--- src/rtl/dram_write_combiner_pkg.sv ---
// Shared configuration and types for the DRAM write combiner.
//   GLOBAL_ADDR_BW : global line address width
//   DATA_BW        : lane data width
//   CACHE_SIZE     : lanes per cache line
//   DRAMW_TIMEOUT  : idle cycles before the combining entry auto-flushes
//   occ_state_e    : {ev,ov} occupancy of the combining entry / output register
package dram_write_combiner_pkg;

  localparam int GLOBAL_ADDR_BW = 32;
  localparam int DATA_BW        = 16;
  localparam int CACHE_SIZE     = 16;
  localparam int DRAMW_TIMEOUT  = 16;

  // Encoding is {ev, ov}: bit 1 = entry valid, bit 0 = output valid.
  typedef enum logic [1:0] {
    EMPTY    = 2'b00,
    OUT      = 2'b01,
    HOLD     = 2'b10,
    HOLD_OUT = 2'b11
  } occ_state_e;

  function automatic occ_state_e occ_state(input logic ev, input logic ov);
    return occ_state_e'({ev, ov});
  endfunction

endpackage

--- src/rtl/dramw_lane_merge.sv ---
// Combinational lane merge for a same-address (hit) write.
//   ent_data / ent_mask : current combining entry
//   wr_data  / wr_mask  : incoming partial line
//   merged_data         : per lane, incoming data where wr_mask is set, else entry data
//   merged_mask         : ent_mask | wr_mask
module dramw_lane_merge
  import dram_write_combiner_pkg::*;
#(
  parameter int DBW   = DATA_BW,
  parameter int CSIZE = CACHE_SIZE
) (
  input  logic [DBW*CSIZE-1:0] ent_data,
  input  logic [CSIZE-1:0]     ent_mask,
  input  logic [DBW*CSIZE-1:0] wr_data,
  input  logic [CSIZE-1:0]     wr_mask,
  output logic [DBW*CSIZE-1:0] merged_data,
  output logic [CSIZE-1:0]     merged_mask
);

  always_comb begin
    merged_data = ent_data;
    for (int i = 0; i < CSIZE; i++) begin
      if (wr_mask[i]) merged_data[i*DBW +: DBW] = wr_data[i*DBW +: DBW];
    end
  end

  assign merged_mask = ent_mask | wr_mask;

endmodule

--- src/rtl/dram_write_combiner.sv ---
// DRAM write combiner: coalesces consecutive masked line writes to the same
// global address into one line write. One combining entry plus one output
// register; lines leave in first-accept order.
// Ports:
//   i_clk, i_rst            clock, synchronous active-high reset
//   in_rdy / in_ack         upstream line valid / accepted (combinational)
//   i_dramwa/_dramwd/_mask  upstream line address, lane data, lane enables
//   i_flush                 level: drain entry, block new input
//   o_idle                  entry and output register both empty
//   dramw_rdy / dramw_ack   output line valid / consumed by DRAM
//   o_dramwa/_dramwd/_mask  output line
// Optional feature: define DRAMW_COMBINE_TIMEOUT_EN to flush an entry that has
// been idle for TIMEOUT cycles. Without it, the entry leaves only on a miss
// or i_flush.
module dram_write_combiner
  import dram_write_combiner_pkg::*;
#(
  parameter int GBW     = GLOBAL_ADDR_BW,
  parameter int DBW     = DATA_BW,
  parameter int CSIZE   = CACHE_SIZE,
  parameter int TIMEOUT = DRAMW_TIMEOUT
) (
  input  logic                 i_clk,
  input  logic                 i_rst,
  input  logic                 in_rdy,
  output logic                 in_ack,
  input  logic [GBW-1:0]       i_dramwa,
  input  logic [DBW*CSIZE-1:0] i_dramwd,
  input  logic [CSIZE-1:0]     i_dramw_mask,
  input  logic                 i_flush,
  output logic                 o_idle,
  output logic                 dramw_rdy,
  input  logic                 dramw_ack,
  output logic [GBW-1:0]       o_dramwa,
  output logic [DBW*CSIZE-1:0] o_dramwd,
  output logic [CSIZE-1:0]     o_dramw_mask
);

  if (TIMEOUT < 1 || TIMEOUT > 255) begin : g_timeout_range
    $error("dram_write_combiner: TIMEOUT must be in 1..255");
  end

  occ_state_e           state;
  logic                 ev, ov;
  logic [GBW-1:0]       ea;
  logic [DBW*CSIZE-1:0] ed;
  logic [CSIZE-1:0]     em;

  logic                 hit, out_free, tmo, move, push_out;
  logic [DBW*CSIZE-1:0] merged_data;
  logic [CSIZE-1:0]     merged_mask;

  assign ev        = state[1];
  assign ov        = state[0];
  assign dramw_rdy = ov;
  assign o_idle    = (state == EMPTY);

  dramw_lane_merge #(
    .DBW   (DBW),
    .CSIZE (CSIZE)
  ) u_lane_merge (
    .ent_data    (ed),
    .ent_mask    (em),
    .wr_data     (i_dramwd),
    .wr_mask     (i_dramw_mask),
    .merged_data (merged_data),
    .merged_mask (merged_mask)
  );

`ifdef DRAMW_COMBINE_TIMEOUT_EN
  localparam int CNT_W = ($clog2(TIMEOUT + 1) < 4) ? 4 : $clog2(TIMEOUT + 1);
  localparam logic [CNT_W-1:0] CNT_MAX = CNT_W'(TIMEOUT);

  logic [CNT_W-1:0] cnt;

  // Counts cycles the entry sits without an accept; saturates at CNT_MAX.
  always_ff @(posedge i_clk) begin
    if (i_rst) begin
      cnt <= '0;
    end else if (!ev || in_ack) begin
      cnt <= '0;
    end else if (cnt != CNT_MAX) begin
      cnt <= cnt + CNT_W'(1);
    end
  end

  assign tmo = (cnt == CNT_MAX);
`else
  assign tmo = 1'b0;
`endif

  always_comb begin
    hit      = ev && (i_dramwa == ea);
    out_free = !ov || dramw_ack;
    in_ack   = in_rdy && !i_rst && !i_flush && (!ev || hit || out_free);
    // Entry leaves on a miss accept, or on flush/timeout when nothing is
    // accepted (a hit accept on a timeout cycle keeps the entry).
    move     = ev && ((in_ack && !hit) || (!in_ack && out_free && (i_flush || tmo)));
    // An all-zero-mask entry is dropped rather than presented downstream.
    push_out = move && (em != '0);
  end

  // Occupancy FSM: {ev, ov}
  always_ff @(posedge i_clk) begin
    if (i_rst) begin
      state <= EMPTY;
    end else begin
      state <= occ_state(in_ack || (ev && !move), push_out || (ov && !dramw_ack));
    end
  end

  // Combining entry payload; only meaningful while ev is set.
  always_ff @(posedge i_clk) begin
    if (in_ack) begin
      ea <= i_dramwa;
      if (hit) begin
        ed <= merged_data;
        em <= merged_mask;
      end else begin
        ed <= i_dramwd;
        em <= i_dramw_mask;
      end
    end
  end

  // Output register payload
  always_ff @(posedge i_clk) begin
    if (i_rst) begin
      o_dramwa     <= '0;
      o_dramwd     <= '0;
      o_dramw_mask <= '0;
    end else if (push_out) begin
      o_dramwa     <= ea;
      o_dramwd     <= ed;
      o_dramw_mask <= em;
    end
  end

endmodule

--- config.mk ---
export PLATFORM = sky130hd
export DESIGN_NAME = dram_write_combiner
export DESIGN_NICKNAME = d
export VERILOG_FILES = /design/src/rtl/dram_write_combiner_pkg.sv /design/src/rtl/dramw_lane_merge.sv /design/src/rtl/dram_write_combiner.sv
export SDC_FILE = /design/constraint.sdc
export NUM_CORES = 1
export LEC_CHECK = 0
export ABC_CLOCK_PERIOD_IN_PS = 6430
export CORE_MARGIN = 2
export CORE_UTILIZATION = 30
export CTS_BUF_LIST = sky130_fd_sc_hd__clkbuf_16
export CTS_CLUSTER_SIZE = 40
export DETAILED_ROUTE_END_ITERATION = 8
export PLACE_DENSITY = 0.67
export SYNTH_ARGS = -nofsm -noshare
export SYNTH_HDL_FRONTEND = slang
export SYNTH_SLANG_ARGS = --single-unit
export TNS_END_PERCENT = 10
--- constraint.sdc ---
create_clock -name i_clk -period 6.43 [get_ports i_clk]
set_input_delay 1.286 -clock i_clk [delete_from_list [all_inputs] [get_ports i_clk]]
set_output_delay 1.286 -clock i_clk [all_outputs]
set_load 0.02 [all_outputs]
======== After elaboration in Yosys (flattened, before gate mapping) ========
Index checks and enable logic that the tools add are counted.
storage, ports and cells
  output and inout bits ................... 307
  register bits after elaboration ......... 610
  logic and storage cells ................. 101
cells by class
  bitwise logic cells ..................... 1
  equality and inequality tests ........... 17
  mux-type cells .......................... 18
  reduce and logical (&&, ||, !) cells .... 43
operator list
  kind                                          number
  16-bit 2-to-1 mux                             17
  256-bit 2-to-1 mux                            1
  32-bit equality test                          1
  2-bit inequality test, second input constant  16
  2-bit AND reduction                           16
  16-bit bitwise OR                             1
  16-bit nonzero test                           1
  1-bit logical AND                             11
  1-bit logical NOT                             8
  1-bit logical OR                              6
  2-bit logical NOT                             1

======== Depth between registers and ports, before layout ========
  depth after elaboration ................. 13
  mapped depth ............................ 9

======== Cells and area by module ========
From an unflattened synthesis, not the netlist that was laid out.
second synthesis, totals
  cells, all modules ...................... 3,850
  area total of the unflattened synthesis .. 36,985.5 um^2
by module, submodules not included
  module               cells an instance  times used  area an instance (um^2)
  dram_write_combiner  3,546              1           33,578.5
  dramw_lane_merge     304                1           3,407.0

======== Worst setup path before layout ========
No wires, ideal clock.
  path kind ............................... input -> output
  start point ............................. input port i_dramwa[9]
  end point ............................... output port in_ack
  path buffers ............................ 1
  data required time ...................... 5.144 ns
  arrival time ............................ 3.240 ns
  slack ................................... 1.904 ns
  cell stages on the path ................. 6
  path through ............................ xnor2_1 nand4_1 nor4_2 nand2_1 a31oi_1 buf_2
between the ends
  cells in the longest elaborated chain, start to end .. 5
RTL lines
  item                           RTL line                   source
  from (decl)                    dram_write_combiner.sv:27  input logic [GBW-1:0] i_dramwa,
  32-bit equality test           dram_write_combiner.sv:93  hit = ev && (i_dramwa == ea);
  1-bit logical AND              dram_write_combiner.sv:93
  1-bit logical OR (2 in a row)  dram_write_combiner.sv:95  in_ack = in_rdy && !i_rst && !i_flush && (!ev || hit || out_free);
  1-bit logical AND              dram_write_combiner.sv:95
  to (decl)                      dram_write_combiner.sv:26  output logic in_ack,
No other way between the ends.

======== Worst setup path in the final report ========
  start point ............................. input port i_dramwa[0]
  end point ............................... output port in_ack
Same word-level chain as after synthesis.

==> metrics.md <==
| Metric | Value |
|---|---|
| Sink Count | `610` |
| Worst path top cell family by delay | `buffers and inverters` |
| Clock slew seen by the registers of the worst setup and hold paths | `0.07 ns` |
| CTS buffer count | `61` |
| Max-capacitance violation count | `0` |
| Status | `completed` |
| Max IR drop VDD | `0.000224 V` |
| Pwr Density | `297 nW/um^2` |
| Largest net degree at the start of global routing | `207` |
| Post-CTS Hold Buffers | `0` |
| Most frequent cell on the critical path | `clkdlybuf4s50_1` |
| Synth cell types | `24` |
| Comb power frac | `0.071` |
| Synth Register Bits | `610` |
| CP endpoint kind | `output port` |
| Post-Place Setup Slack | `1.22 ns` |
| WL final | `54300 microns` |
| Clock buffer depth | `3` |
| Seq pwr share | `0.519` |
| Pleak | `9.85 nW` |
| Root Buffer Master | `clkbuf_16` |
| Vias per cell | `4.58` |
| Final min period | `5.01 ns` |
| Sequential share of the synthesized area | `0.801` |
| First-pass GRT wire length | `80800 microns` |
| Worst clock skew | `0.0212 ns` |
| Die Y | `256 microns` |
| Clock latency on the worst-skew pair | `0.60 ns` |
| Clock power frac | `0.410` |
| Iteration-0 DRC Markers | `761` |
| Worst Max-Slew Pin Slew | `1.41 ns` |
| Initial antenna violation count | `1` |
| Final Util | `0.445` |
| Storage element area | `15300 sq um` |
| Setup TNS | `0 ns` |
| DR vias | `11900` |
| Cell Chain, Critical Path | `clkdlybuf4s50_1 -> xnor2_1 -> nand4_1 -> nor4_2 -> nand2_1 -> a31oi_4 -> clkdlybuf4s50_1` |
| DRC viols | `0` |
| H-Tree Level Count | `2` |
| GRT Util Overall | `0.160` |
| Die Wd | `256 microns` |
| Layout cells sized above 1 | `0.0576` |
| Area Growth Syn to Fin | `46.8%` |
| Final Max Tran Viols | `0` |
| Worst rel slew slack | `0.0605` |
| Routability cong. | `0.858` |
| Fillers | `5562` |
| Buffers & Inverters on Critical Path | `2` |
| Max Freq | `200 MHz` |
| Cell area after synthesis | `19000 sq um` |
| PortBufs | `615` |
| DR WL/cell | `20.9 microns` |
| Internal power | `6.50 mW` |
| Crit path max fanout | `4` |
| TritonCTS clock tree | `built` |
| Core area | `62900 sq um` |
| Post-CTS sizing | `0` |
| Worst Path Arrival | `3.72 ns` |
| Critical-path top delay cell | `clkdlybuf4s50_1` |
| Hold slack final | `0.445 ns` |
| Gate Count Post-Synth | `1085` |
| Final setup viols | `0` |
| Worst path required time | `5.14 ns` |
| Avg Inst Size Synth | `17.5 sq um` |
| Full die area | `65500 sq um` |
| Syn nets | `1394` |
| Row count | `92` |
| Initial Utilization | `0.303` |
| Worst hold path class | `flip-flop to flip-flop` |
| Final Hold Fails | `0` |
| Yosys warns | `0` |
| GRT Residual Overflow | `0` |
| Post-route setup slack | `1.42 ns` |
| Net count, final | `2009` |
| Pre-antenna DRT Iters | `4` |
| Num ports | `616` |
| Multi-input gate area | `3430 sq um` |
| Number of global-route vias before repair | `12400` |
| Switching Fraction | `0.218` |
| Post-DP HPWL | `38600 microns` |
| Crit path launch type | `input pin` |
| Routed Antenna Nets | `0` |
| CP peak stage delay | `0.65 ns` |
| Total setup buffers inserted after CTS | `0` |
| Switching pwr | `1.81 mW` |
| RSZ-0062 raised after global routing | `false` |
| Crit Path Category | `input pin to output port` |
| Crit share post-route | `0.779` |
-- worst reg2reg max path: stages, from the launching register on --
cell and delay, ns:
edfxtp_1 0.55, nor4_1 0.70, nand4_1 0.56, and4_1 0.48, nor3_4 0.23, buf_12 0.46, a22o_1 0.87
-- cells in the final DEF (no fill, tap or decap), drive strengths merged, types with 2 or more instances in the layout --
cell	instances
bufinv	4
buf	9
nand3	2
nor2	6
nand4	9
clkinvlp	3
dfxtp	306
nand2	2
edfxtp	304
a21oi	2
inv	14
clkinv	32
a21o	16
a22o	304
clkbuf	63
xnor2	32
nor4	6
o21a	16
clkdlybuf4s50	615
-- cell usage after synthesis (all sizes together) --
cell type  count  area, sq um
dfxtp        306         6130
a22o         304         2660
edfxtp       304         9130
buf           57          325
xnor2         32          280
a21o          16          120
o21a          16          120
clkbuf        15         56.3
nand4          9         56.3
nor2           6         22.5
nor4           6         50.0
a21oi          2         10.0
nand2          2         7.51
nand3          2         10.0
a211oi         1         7.51
a31oi          1         6.26
and3           1         6.26
and4           1         8.76
nand2b         1         6.26
nor2b          1         6.26
nor3           1         10.0
o21ba          1         10.0
-- state kept, by name (all words and copies together) (netlist names) --
name and flops:
o_dramwd 256, ed 256, em 16, ea 32, state 2, o_dramw_mask 16
o_dramwa 32
-- power groups by stage --
stage                     combinational (mW)  sequential, mW  clock [mW]
final                                  0.589            4.32        3.41
after global routing                   0.623            4.33        3.64
after CTS                              0.597            4.32        3.50
after detailed placement               0.594            4.40           0
after global placement                 0.584            4.39           0
after floorplan                        0.151            4.45           0
-- cell type report --
class | count | area share
flip-flops and latches | 610 | 0.546
repair buffers | 624 | 0.225
multi-input cells | 403 | 0.123
clock buffers | 63 | 0.0564
well taps | 846 | 0.0379
clock inverters | 53 | 0.0124
diodes | 1 | 0.0000896
-- path summary, 6_finish.rpt --
kind	start	endpoint	slack (ns)	depth (start not counted)
worst max-delay path	i_dramwa[0]	in_ack	1.42	7
worst min-delay path	ed[8]	o_dramwd[8]	0.45	1
worst min register to register	ed[8]	o_dramwd[8]	0.45	1
worst max register to register	em[6]	o_dramwd[184]	2.50	6
-- cell families after synthesis --
group / Yosys count / synth area share
flops: 610 / 0.801
compound gates: 341 / 0.154
buf+inv: 72 / 0.0200
xor+xnor: 32 / 0.0147
simple gates: 30 / 0.00966
-- layer usage --
layer  part of all wire  wire length [microns]  global-route usage  up-vias
li1                   -                      -                   -     5506
met1               0.40                  21900               0.193     5906
met2               0.50                  27300               0.279      421
met3              0.071                   3870              0.0462       78
met4              0.024                   1300              0.0450        0
met5                  0                      0                   0        -
-- metrics by stage --
step,area (sq um),power (mW),cells
global placement,26000,4.98,2483
detailed placement,26000,5.00,2483
floorplan,19000,4.60,1085
finish,27900,8.31,2600
global route,27900,8.59,2599
CTS,27900,8.42,2599
(Power assumes the default switching activity.)
